### src/rtl/multififo_wn_rm.sv
// Multi-port FIFO: up to WR pushes and RD pops per cycle, all-or-nothing per side,
// arbitrary DEPTH with conditional-subtract pointer wrap and sticky error flags.
module multififo_wn_rm #(
    parameter int WIDTH = 32,
    parameter int DEPTH = 8,
    parameter int WR    = 1,
    parameter int RD    = 2
) (
    input  logic                      clk,
    input  logic                      rst,
    input  logic                      softreset,
    input  logic [$clog2(WR+1)-1:0]   writes,
    input  logic [WIDTH*WR-1:0]       din,
    input  logic [$clog2(RD+1)-1:0]   reads,
    output logic [WIDTH*RD-1:0]       dout,
    output logic [RD-1:0]             dout_valid,
    output logic                      taken,
    output logic                      read_ok,
    output logic [15:0]               count,
    output logic [15:0]               frees,
    output logic                      overflow,
    output logic                      underflow
);

    localparam int AW   = $clog2(DEPTH);
    localparam int PW   = AW + 1;
    localparam int MEMN = 1 << AW;

    logic [WIDTH-1:0] mem_q [MEMN];
    logic [PW-1:0]    wptr_q, wptr_d, rptr_q, rptr_d;
    logic [15:0]      count_q, count_d;
    logic             ovf_q, ovf_d, udf_q, udf_d;

    // Operands never exceed DEPTH-1 + DEPTH, so one subtraction wraps any depth.
    function automatic logic [PW-1:0] ptr_add(input logic [PW-1:0] p, input logic [PW-1:0] a);
        logic [PW-1:0] s;
        s = p + a;
        if (s >= PW'(DEPTH)) s = s - PW'(DEPTH);
        return s;
    endfunction

    function automatic logic [AW-1:0] idx_of(input logic [PW-1:0] p, input logic [PW-1:0] a);
        logic [PW-1:0] s;
        s = ptr_add(p, a);
        return s[AW-1:0];
    endfunction

    always_comb begin
        taken   = (32'(writes) <= WR) && (32'(writes) + 32'(count_q) <= DEPTH);
        read_ok = (32'(reads) <= RD) && (32'(reads) <= 32'(count_q));
        wptr_d  = taken   ? ptr_add(wptr_q, PW'(writes)) : wptr_q;
        rptr_d  = read_ok ? ptr_add(rptr_q, PW'(reads))  : rptr_q;
        count_d = count_q + (taken ? 16'(writes) : 16'd0) - (read_ok ? 16'(reads) : 16'd0);
        ovf_d   = ovf_q | ((writes != '0) && !taken);
        udf_d   = udf_q | ((reads != '0) && !read_ok);
    end

    always_comb begin
        dout       = '0;
        dout_valid = '0;
        for (int k = 0; k < RD; k++) begin
            if (32'(count_q) > k) begin
                dout_valid[k]          = 1'b1;
                dout[k*WIDTH +: WIDTH] = mem_q[idx_of(rptr_q, PW'(k))];
            end
        end
    end

    // Storage survives softreset; only the hard reset scrubs it.
    always_ff @(posedge clk) begin
        if (rst) begin
            for (int i = 0; i < MEMN; i++) mem_q[i] <= '0;
        end else if (!softreset && taken) begin
            for (int k = 0; k < WR; k++) begin
                if (k < 32'(writes)) mem_q[idx_of(wptr_q, PW'(k))] <= din[k*WIDTH +: WIDTH];
            end
        end
    end

    always_ff @(posedge clk) begin
        if (rst || softreset) begin
            wptr_q  <= '0;
            rptr_q  <= '0;
            count_q <= '0;
            ovf_q   <= 1'b0;
            udf_q   <= 1'b0;
        end else begin
            wptr_q  <= wptr_d;
            rptr_q  <= rptr_d;
            count_q <= count_d;
            ovf_q   <= ovf_d;
            udf_q   <= udf_d;
        end
    end

    assign count     = count_q;
    assign frees     = 16'(DEPTH) - count_q;
    assign overflow  = ovf_q;
    assign underflow = udf_q;

endmodule

### config.mk
export PLATFORM = sky130hd
export DESIGN_NAME = multififo_wn_rm
export DESIGN_NICKNAME = d
export VERILOG_FILES = /design/src/rtl/multififo_wn_rm.sv
export SDC_FILE = /design/constraint.sdc
export NUM_CORES = 1
export LEC_CHECK = 0
export ABC_AREA = 1
export BUFFER_PORTS_ARGS = -buffer_cell sky130_fd_sc_hd__buf_2
export CORE_UTILIZATION = 55
export CTS_CLUSTER_SIZE = 20
export DETAILED_ROUTE_END_ITERATION = 6
export PLACE_DENSITY = 0.75
export SYNTH_ARGS = -nofsm -noshare
export SYNTH_HDL_FRONTEND = slang
export SYNTH_SLANG_ARGS = --single-unit
### constraint.sdc
create_clock -name clk -period 5.11 [get_ports clk]
set_input_delay 0.511 -clock clk [delete_from_list [all_inputs] [get_ports clk]]
set_output_delay 0.511 -clock clk [all_outputs]
set_load 0.1 [all_outputs]
==> impl_metrics.ini, run 1 <==
[synthesis]
yosys-top-cells-count = 455 x sky130_fd_sc_hd__nor2_1, 256 x sky130_fd_sc_hd__edfxtp_1, 248 x sky130_fd_sc_hd__nand2_1
yosys_warnings = 0
synth.yosys.seq_area_share = 0.499
yosys.area.top_type = sky130_fd_sc_hd__edfxtp_1
synth_simple_gate_area_share = 0.223
largest_family_of_logic_cells_by_synthesized_area = simple AND/OR/NAND/NOR gates
synth_fa_ha_area_frac = 0.0468
asyncSetResetFlopFracSynth = 0
synth-main-ff-cell = sky130_fd_sc_hd__edfxtp_1
yosys-top-cells-area = sky130_fd_sc_hd__edfxtp_1 47%, sky130_fd_sc_hd__nor2_1 10%, sky130_fd_sc_hd__nand2_1 5.7%
synth_compound_area_frac = 0.156
synth_largest_type_area_fraction = 0.470
syn_nets = 1938
ys_types = 46
synth_seq_cells = 280
synth_enable_flop_cells = 256
synth_mux_area_frac = 0
avgSynthCellArea_um2 = 8.89
synth_xor_xnor_area_share = 0.0102
synth.cell_area_um2 = 16400
synth.most_common_cell = sky130_fd_sc_hd__nor2_1
synth_cells = 1840

[clock_tree]
cts.hold.buffers_added = 0
cts_buffers = 30
cts-root-buf = sky130_fd_sc_hd__clkbuf_16
cts_sinks = 280
cts_clock_pin_slew_for_the_worst_setup_and_hold_paths_ns = 0.06
post_cts_buffers = 0
source_to_sink_clock_delay_at_the_later_pin_of_the_worst_skew_pair_ns = 0.57
maximum_clock_path_buffer_count = 3
htree_num_levels = 1
postCtsResizedCells = 0
tritoncts = built

[detailed_routing]
avgRoutedWirePerCell_um = 20.4
firstDrtPassIters = 6
detail-route-antenna-nets = 0
detailedRoute.firstIterationViolations = 1662
drt-vias-per-instance = 6.16
wl_final_mm = 47.5
vias = 14345
post-route-drc-count = 0

[timing]
slew-limit-headroom = 0.333
final_hold_viol_count = 0
finalClockSkew_ns = 0.00979
grt_setup_unrepaired = false
report.final.slew_viol_count = 0
fmaxAchievable_mhz = 226
final_critical_period_ns = 4.42
setup_violations = 0
final.period_utilization = 0.865
worst_margin_slew_ns = 1.00
fin_setup_tns_ns = 0
holdWs_ns = 0.243

[worst_setup_path]
timing.setup.critical_path_class = reg2reg
cp.required_ns = 5.61
crit_top_cell = sky130_fd_sc_hd__nand2_1
critical_path_at_ns = 4.92
cp_max_fanout = 9
endpoint_class_of_the_critical_path = register
timing.critical_path.slowest_cell_delay_ns = 0.46
crit_slowest_cell = sky130_fd_sc_hd__dfxtp_1
reg2reg_setup_slack_ns = 0.69
critical_path.startpoint_type = register

[final_layout]
multi_input_area_um2 = 7160
layout-drive-gt1-share = 0.168
area.growth.synth_to_final_pct = 11.2
final.fill_count = 2412
seq_area_um2 = 8170
num-nets-final = 2017
post-route-util = 0.627
post-route-cell-area_um2 = 18200

[floorplan]
ios = 140
initial_core_util = 0.564
core_region_area_um2 = 29000
floorplan.rows = 62
chipWidth_um = 174
die_height_um = 174
fp.dieArea_um2 = 30400

[grt]
initial_antenna_violation_count = 2
pin_count_of_the_biggest_net_entering_global_routing = 259
first_global_vias = 13848
grt_pass1_wl_mm = 73.0
gr-max-usage-layer = met2
met1_usage = 0.393
global_route.usage.met2 = 0.520
gr-usage-met3 = 0.0514
overall_routing_resource_usage = 0.308
globalRouteOverflowTotal = 0

[hold_path]
hold_path_class = in2reg

[placed_design]
routabilityCongestion = 0.926
port-buffer-count = 139
place_area_um2 = 17200
dp_hpwl_mm = 27.8

[run_status]
run_status = finished, final reports clean

[job]
max_cap_violations = 0
## flip-flops by register name, indices dropped and copies added (netlist names)
name / count
mem_q: 256
count: 16
rptr_q: 3
wptr_q: 3
overflow: 1
underflow: 1
## path summary, 6_finish.rpt
kind | startpoint | to | cells past startpoint
hold / removal | writes | overflow$_SDFF_PP0_ | 3
setup reg to reg | count[0]$_SDFF_PP0_ | count[8]$_SDFF_PP0_ | 25
hold reg to reg | underflow$_SDFF_PP0_ | underflow$_SDFF_PP0_ | 2
setup / recovery | count[0]$_SDFF_PP0_ | count[8]$_SDFF_PP0_ | 25
## cells by family (layout without fill, tap and decap cells)
kind of cell / count (synthesis) / in the layout
and+or+nand+nor: 857 / 857
xor gates and xnor gates: 19 / 19
AOI/OAI and AO/OA: 393 / 393
DFF: 280 / 280
adders and majority gates: 60 / 60
buffers and inverters: 231 / 334
other: 0 / 1
## stage by stage
step / instances / setup slack, ns
2_1_floorplan: 1840 / 0.339
3_3_place_gp: 2271 / 0.705
3_5_place_dp: 2271 / 0.600
4_1_cts: 2327 / 0.717
5_1_grt: 2327 / 0.213
6_report: 2328 / 0.692
## layout by cell type (no fill, tap or decap), drive strengths merged, types with 3 or more instances in the layout
| master | instances |
|---|---|
| buf | 176 |
| a31oi | 32 |
| dfxtp | 24 |
| a21oi | 98 |
| ha | 58 |
| nand4 | 14 |
| nor3 | 36 |
| clkbuf | 35 |
| xor2 | 17 |
| edfxtp | 256 |
| o21ai | 155 |
| inv | 100 |
| a21o | 3 |
| nor2 | 465 |
| nand2 | 251 |
| a221oi | 31 |
| nand3 | 87 |
| clkinv | 16 |
| o221a | 62 |
| clkinvlp | 6 |
## layout make-up
cell class / instances / share of cell area
antenna: 1 / 0.000138
inverter: 102 / 0.0213
clock inverter: 21 / 0.00833
multi-input combinational: 1329 / 0.394
tap: 384 / 0.0264
sequential: 280 / 0.449
clock buffer: 35 / 0.0435
timing repair buffer: 176 / 0.0570
## per-layer routing
layer / up-vias / share of wire
met5: - / 0
li1: 6573 / -
met4: 0 / 0.035
met1: 6793 / 0.39
met3: 151 / 0.099
met2: 828 / 0.48
## critical path, delay by kind of cell (launching register included)
family                   cells  cell delay, ns
AO/OA/AOI/OAI                4            0.62
adder cells (fa/ha/maj)      5            1.38
buffers and inverters        4            0.29
flip-flops                   1            0.46
AND/OR/NAND/NOR             12            1.62
Power of run 1 is left out: the tool's default activity adds up to more than one toggle a clock period on the data nets, which glitch-free logic cannot reach.
==> run 2: changes to the inputs <==
--- a/config.mk
+++ b/config.mk
@@ -10,6 +10,7 @@
 export CORE_UTILIZATION = 55
 export CTS_CLUSTER_SIZE = 20
 export DETAILED_ROUTE_END_ITERATION = 6
+export HOLD_SLACK_MARGIN = 0.02
 export PLACE_DENSITY = 0.75
 export SYNTH_ARGS = -nofsm -noshare
 export SYNTH_HDL_FRONTEND = slang
==> constraint.sdc (replaced) <==
create_clock -name clk -period 5.21 [get_ports clk]
set_input_delay 0.521 -clock clk [delete_from_list [all_inputs] [get_ports clk]]
set_output_delay 0.521 -clock clk [all_outputs]
set_load 0.1 [all_outputs]
==> run 2 against run 1 <==
Effect of this change: clock-buffer cell count grew 7; register-to-register slack better by 0.18 ns; sequential share of layout area increased by 0.33 points; hold slack better by 0.0069 ns; via count shrank 0.36%.
==> impl_metrics.ini, run 2 (synthesized netlist as in run 1, its figures left out) <==
[run_status]
run_status = finished, final reports clean

[grt]
overall_routing_resource_usage = 0.309
pin_count_of_the_biggest_net_entering_global_routing = 144
grt_pass1_wl_mm = 73.0
initial_antenna_violation_count = 2
first_global_vias = 13657
globalRouteOverflowTotal = 0

[floorplan]
floorplan.rows = 62
die_height_um = 174
core_region_area_um2 = 29000
fp.dieArea_um2 = 30400
initial_core_util = 0.564
ios = 140
chipWidth_um = 174

[detailed_routing]
vias = 14293
detail-route-antenna-nets = 0
avgRoutedWirePerCell_um = 20.6
drt-vias-per-instance = 6.16
post-route-drc-count = 0
wl_final_mm = 47.7
detailedRoute.firstIterationViolations = 1483
firstDrtPassIters = 5

[clock_tree]
cts_clock_pin_slew_for_the_worst_setup_and_hold_paths_ns = 0.06
post_cts_buffers = 0
source_to_sink_clock_delay_at_the_later_pin_of_the_worst_skew_pair_ns = 0.56
cts-root-buf = sky130_fd_sc_hd__clkbuf_16
tritoncts = built
postCtsResizedCells = 0
cts_sinks = 280
maximum_clock_path_buffer_count = 3
htree_num_levels = 1
cts_buffers = 30
cts.hold.buffers_added = 0

[worst_setup_path]
critical_path_at_ns = 3.89
cp.required_ns = 4.69
timing.setup.critical_path_class = reg2out
critical_path.startpoint_type = register
endpoint_class_of_the_critical_path = output port
cp_max_fanout = 85

[final_layout]
layout_common_cells = 455 x sky130_fd_sc_hd__nor2_1, 256 x sky130_fd_sc_hd__edfxtp_1, 240 x sky130_fd_sc_hd__nand2_1, 155 x sky130_fd_sc_hd__o21ai_0, 139 x sky130_fd_sc_hd__buf_2
most_common_cell_after_layout_fill_and_taps_aside = sky130_fd_sc_hd__nor2_1
area.growth.synth_to_final_pct = 10.4
num-nets-final = 2016
largest_register_ff_count = 256
registers.top_by_ff_count = mem_q
layout-drive-gt1-share = 0.163
final.fill_count = 2412

[timing]
holdWs_ns = 0.250
final_hold_viol_count = 0
final.period_utilization = 0.846
slew-limit-headroom = 0.274
finalClockSkew_ns = 0.00913
grt_setup_unrepaired = false
worst_margin_slew_ns = 1.09
final_critical_period_ns = 4.41
setup_violations = 0
fin_setup_tns_ns = 0
fmaxAchievable_mhz = 227
report.final.slew_viol_count = 0

[placed_design]
port-buffer-count = 139
routabilityCongestion = 0.941
dp_hpwl_mm = 27.8

[job]
max_cap_violations = 0

[hold_path]
hold_path_class = in2reg
## run 2: layer usage
| metal | global-route usage | part of all wire |
|---|---|---|
| met1 | 0.401 | 0.39 |
| met2 | 0.520 | 0.48 |
| met3 | 0.0400 | 0.10 |
| met4 | 0.131 | 0.036 |
| met5 | 0 | 0 |
## run 2: final timing paths
kind | startpoint | to | slack (ns) | depth (start not counted)
max | rptr_q[0]$_SDFFE_PP0N_ | dout[34] | 0.80 | 8
min | writes | overflow$_SDFF_PP0_ | 0.25 | 3
max reg2reg | count[0]$_SDFF_PP0_ | count[12]$_SDFF_PP0_ | 0.87 | 26
min reg2reg | overflow$_SDFF_PP0_ | overflow$_SDFF_PP0_ | 0.47 | 2
## run 2: area by class of cell
type,instances,area (µm²),share of cell area
sequential,280,8170,0.453
antenna,2,5.00,0.000277
clock buffer,42,817,0.0453
clock inverter,7,33.8,0.00187
tap,384,480,0.0266
inverter,102,388,0.0215
multi-input combinational,1329,7160,0.397
timing repair buffer,175,991,0.0549
## run 2: worst max-delay path, cell delays in order, from the launching register on
cell,delay [ns]
sky130_fd_sc_hd__dfxtp_4,0.90
sky130_fd_sc_hd__ha_2,0.44
sky130_fd_sc_hd__inv_2,0.47
sky130_fd_sc_hd__buf_12,0.30
sky130_fd_sc_hd__a21oi_1,0.07
sky130_fd_sc_hd__a221oi_1,0.32
sky130_fd_sc_hd__a31oi_1,0.14
sky130_fd_sc_hd__nor2_1,0.18
sky130_fd_sc_hd__buf_2,0.46
## run 2: through the flow
| stage | instance area (µm²) | utilization | setup WS [ns] | std cells |
|---|---|---|---|---|
| finish | 18100 | 0.622 | 0.804 | 2321 |
| global placement | 17200 | 0.593 | 0.824 | 2270 |
| CTS | 18000 | 0.622 | 0.822 | 2319 |
| floorplan | 16400 | - | 0.429 | 1840 |
| detailed placement | 17200 | 0.593 | 0.691 | 2270 |
| global route | 18000 | 0.622 | 0.352 | 2319 |
Power of run 2 is left out for the same reason.
==> run 3: changes to the inputs <==
--- a/config.mk
+++ b/config.mk
@@ -5,7 +5,7 @@
 export SDC_FILE = /design/constraint.sdc
 export NUM_CORES = 1
 export LEC_CHECK = 0
-export ABC_AREA = 1
+export ABC_AREA = 0
 export BUFFER_PORTS_ARGS = -buffer_cell sky130_fd_sc_hd__buf_2
 export CORE_UTILIZATION = 55
 export CTS_CLUSTER_SIZE = 20
==> constraint.sdc (replaced) <==
create_clock -name clk -period 4.43 [get_ports clk]
set_input_delay 0.443 -clock clk [delete_from_list [all_inputs] [get_ports clk]]
set_output_delay 0.443 -clock clk [all_outputs]
set_load 0.1 [all_outputs]
==> run 3 against run 2 <==
Effect of this change: global-route usage is 2.4 points lower; register-to-register slack worse by 0.64 ns; hold slack worse by 0.061 ns.
==> impl_metrics.ini, run 3 <==
[worst_setup_path]
reg2reg_setup_slack_ns = 0.23
cp_max_fanout = 8
worstPathBufferInverterCount = 3
crit_slowest_cell = sky130_fd_sc_hd__a222oi_1
critical_path.startpoint_type = register
critical-path-top-delay-family = compound AO/OA/AOI/OAI gates
r2r_cells = 19
timing.critical_path.slowest_cell_delay_ns = 0.45
r2r_start = count[0]$_SDFF_PP0_
critical_path_depth = 19
endpoint_class_of_the_critical_path = register
timing.setup.critical_path_class = reg2reg
capture_point_of_the_worst_reg_to_reg_path = count[15]$_SDFF_PP0_
crit_chain = ha_4 -> ha_4 -> and4_4 -> a211o_1 -> a222oi_1 -> o221a_2 -> nand2_4 -> clkinvlp_4 -> nand2_1 -> ha_1 -> inv_1 -> ha_1 -> a21o_1 -> a21oi_1 -> o211ai_1 -> a221oi_2 -> buf_4 -> o221ai_1 -> mux2i_1
critical_path_at_ns = 4.62
cp.required_ns = 4.85

[synthesis]
yosys.area.top_type = sky130_fd_sc_hd__edfxtp_1
synth_cells = 1298
synth.yosys.seq_area_share = 0.486
synth_enable_flop_cells = 256
syn_nets = 1396
avgSynthCellArea_um2 = 13.0
synth_largest_type_area_fraction = 0.457
yosys-top-cells-count = 256 x sky130_fd_sc_hd__edfxtp_1, 154 x sky130_fd_sc_hd__nor2_1, 128 x sky130_fd_sc_hd__mux4_2
synth_seq_cells = 280
synth-main-ff-cell = sky130_fd_sc_hd__edfxtp_1
asyncSetResetFlopFracSynth = 0
yosys-top-cells-area = sky130_fd_sc_hd__edfxtp_1 46%, sky130_fd_sc_hd__mux4_2 17%, sky130_fd_sc_hd__nor3_2 7.0%
ys_types = 60
synth.cell_area_um2 = 16800
synth.most_common_cell = sky130_fd_sc_hd__edfxtp_1
yosys_warnings = 0

[final_layout]
layout_common_cells = 256 x sky130_fd_sc_hd__edfxtp_1, 154 x sky130_fd_sc_hd__nor2_1, 139 x sky130_fd_sc_hd__buf_2, 128 x sky130_fd_sc_hd__mux4_2, 118 x sky130_fd_sc_hd__nor3_2
area.growth.synth_to_final_pct = 13.3
final.fill_count = 2193
registers.top_by_ff_count = mem_q
num-nets-final = 1509
largest_register_ff_count = 256
most_common_cell_after_layout_fill_and_taps_aside = sky130_fd_sc_hd__edfxtp_1
diodes = 0
layout-drive-gt1-share = 0.374

[floorplan]
ios = 140
initial_core_util = 0.563
die_height_um = 177
chipWidth_um = 177
fp.dieArea_um2 = 31300
floorplan.rows = 63
core_region_area_um2 = 29900

[clock_tree]
cts-root-buf = sky130_fd_sc_hd__clkbuf_16
htree_num_levels = 1
cts_clock_pin_slew_for_the_worst_setup_and_hold_paths_ns = 0.06
tritoncts = built
maximum_clock_path_buffer_count = 3
source_to_sink_clock_delay_at_the_later_pin_of_the_worst_skew_pair_ns = 0.56
cts.hold.buffers_added = 0
cts_sinks = 280
cts_buffers = 28

[detailed_routing]
avgRoutedWirePerCell_um = 24.1
detail-route-antenna-nets = 0
vias = 11456
post-route-drc-count = 0
firstDrtPassIters = 5
wl_final_mm = 43.9
drt-vias-per-instance = 6.28
detailedRoute.firstIterationViolations = 1074

[timing]
setup_violations = 0
layout_setup_ws_ns = 0.228
grt_setup_unrepaired = false
final.period_utilization = 0.949
report.final.slew_viol_count = 0
holdWs_ns = 0.189
final_critical_period_ns = 4.20
final_hold_viol_count = 0
slew-limit-headroom = 0.276
worst_margin_slew_ns = 1.09
fmaxAchievable_mhz = 238
finalClockSkew_ns = 0.0333

[grt]
grt_pass1_wl_mm = 66.5
globalRouteOverflowTotal = 0
overall_routing_resource_usage = 0.285
first_global_vias = 11673
initial_antenna_violation_count = 0
pin_count_of_the_biggest_net_entering_global_routing = 131

[placed_design]
port-buffer-count = 139
dp_hpwl_mm = 26.7
routabilityCongestion = 0.836
dp_slack_ns = 0.0326

[pwr]
peakVddDrop_mv = 2.09
leakage_nw = 6.75
cellPowerDensity_nw_per_um2 = 703
report.power.total_mw = 13.4

[hold_path]
hold_end = mem_q[7][19]$_SDFFCE_PN0P_
min_path_cells = 2
hold_path_class = in2reg
hold_start = din[19]

[job]
max_cap_violations = 0

[run_status]
run_status = finished, final reports clean
## run 3: cell count changes after synthesis, moves of 68 or more
cell                      previous run  this run
sky130_fd_sc_hd__mux4_2              0       128
sky130_fd_sc_hd__nand2_1           248       118
sky130_fd_sc_hd__nand3_1            82        14
sky130_fd_sc_hd__nor2_1            455       154
sky130_fd_sc_hd__nor3_2              0       118
sky130_fd_sc_hd__o21ai_0           155        10
## run 3: cells by family (layout without fill, tap and decap cells)
family,Yosys count,count (layout),synth area share
DFF,280,280,0.486
AOI/OAI and AO/OA,104,104,0.0401
muxes,163,163,0.192
buffers and inverters,169,304,0.0507
adders and majority gates,60,60,0.0455
and+or+nand+nor,493,493,0.170
xor gates and xnor gates,29,29,0.0151
## run 3: cell type report
type / count / area [µm²] / share of cell area
tap: 390 / 488 / 0.0256
clock inverter: 20 / 221 / 0.0116
sequential: 280 / 8220 / 0.432
timing repair buffer: 181 / 1050 / 0.0551
multi-input combinational: 849 / 8080 / 0.424
clock buffer: 32 / 716 / 0.0376
inverter: 71 / 270 / 0.0142
## run 3: worst max path at each step
stage,startpoint,end,slack (ns)
CTS,count[0]$_SDFF_PP0_,count[12]$_SDFF_PP0_,0.21
global placement,writes,count[15]$_SDFF_PP0_,0.11
finish,count[0]$_SDFF_PP0_,count[15]$_SDFF_PP0_,0.23
floorplan,count[0]$_SDFF_PP0_,count[8]$_SDFF_PP0_,-0.07
global route,count[0]$_SDFF_PP0_,count[12]$_SDFF_PP0_,0.03
detailed placement,writes,count[15]$_SDFF_PP0_,0.03
## run 3: power by group
group	switching [mW]	internal (mW)
sequential	0.180	3.08
clock	1.03	1.40
combinational	6.05	1.64
## run 3: per-layer routing
metal / wire length [µm] / vias up / global-route usage
met4: 908 / 0 / 0.0715
met2: 22600 / 562 / 0.506
met5: 0 / - / 0
met3: 3600 / 81 / 0.0357
met1: 16800 / 5751 / 0.371
li1: - / 5062 / -
## run 3: repair_timing
action	4_1_cts	5_1_grt
resized for setup	0	2
setup endpoints to repair	0	2
buffers inserted	0	2
## run 3: through the flow
stage / utilization / TNS, ns / area [µm²] / std cells
6_report: 0.637 / 0 / 19000 / 1823
5_1_grt: 0.637 / 0 / 19000 / 1823
4_1_cts: 0.637 / 0 / 19000 / 1821
3_5_place_dp: 0.605 / 0 / 18100 / 1769
3_3_place_gp: 0.605 / 0 / 18100 / 1769
2_1_floorplan: - / -11.64 / 17000 / 1298
(Power assumes the default switching activity.)
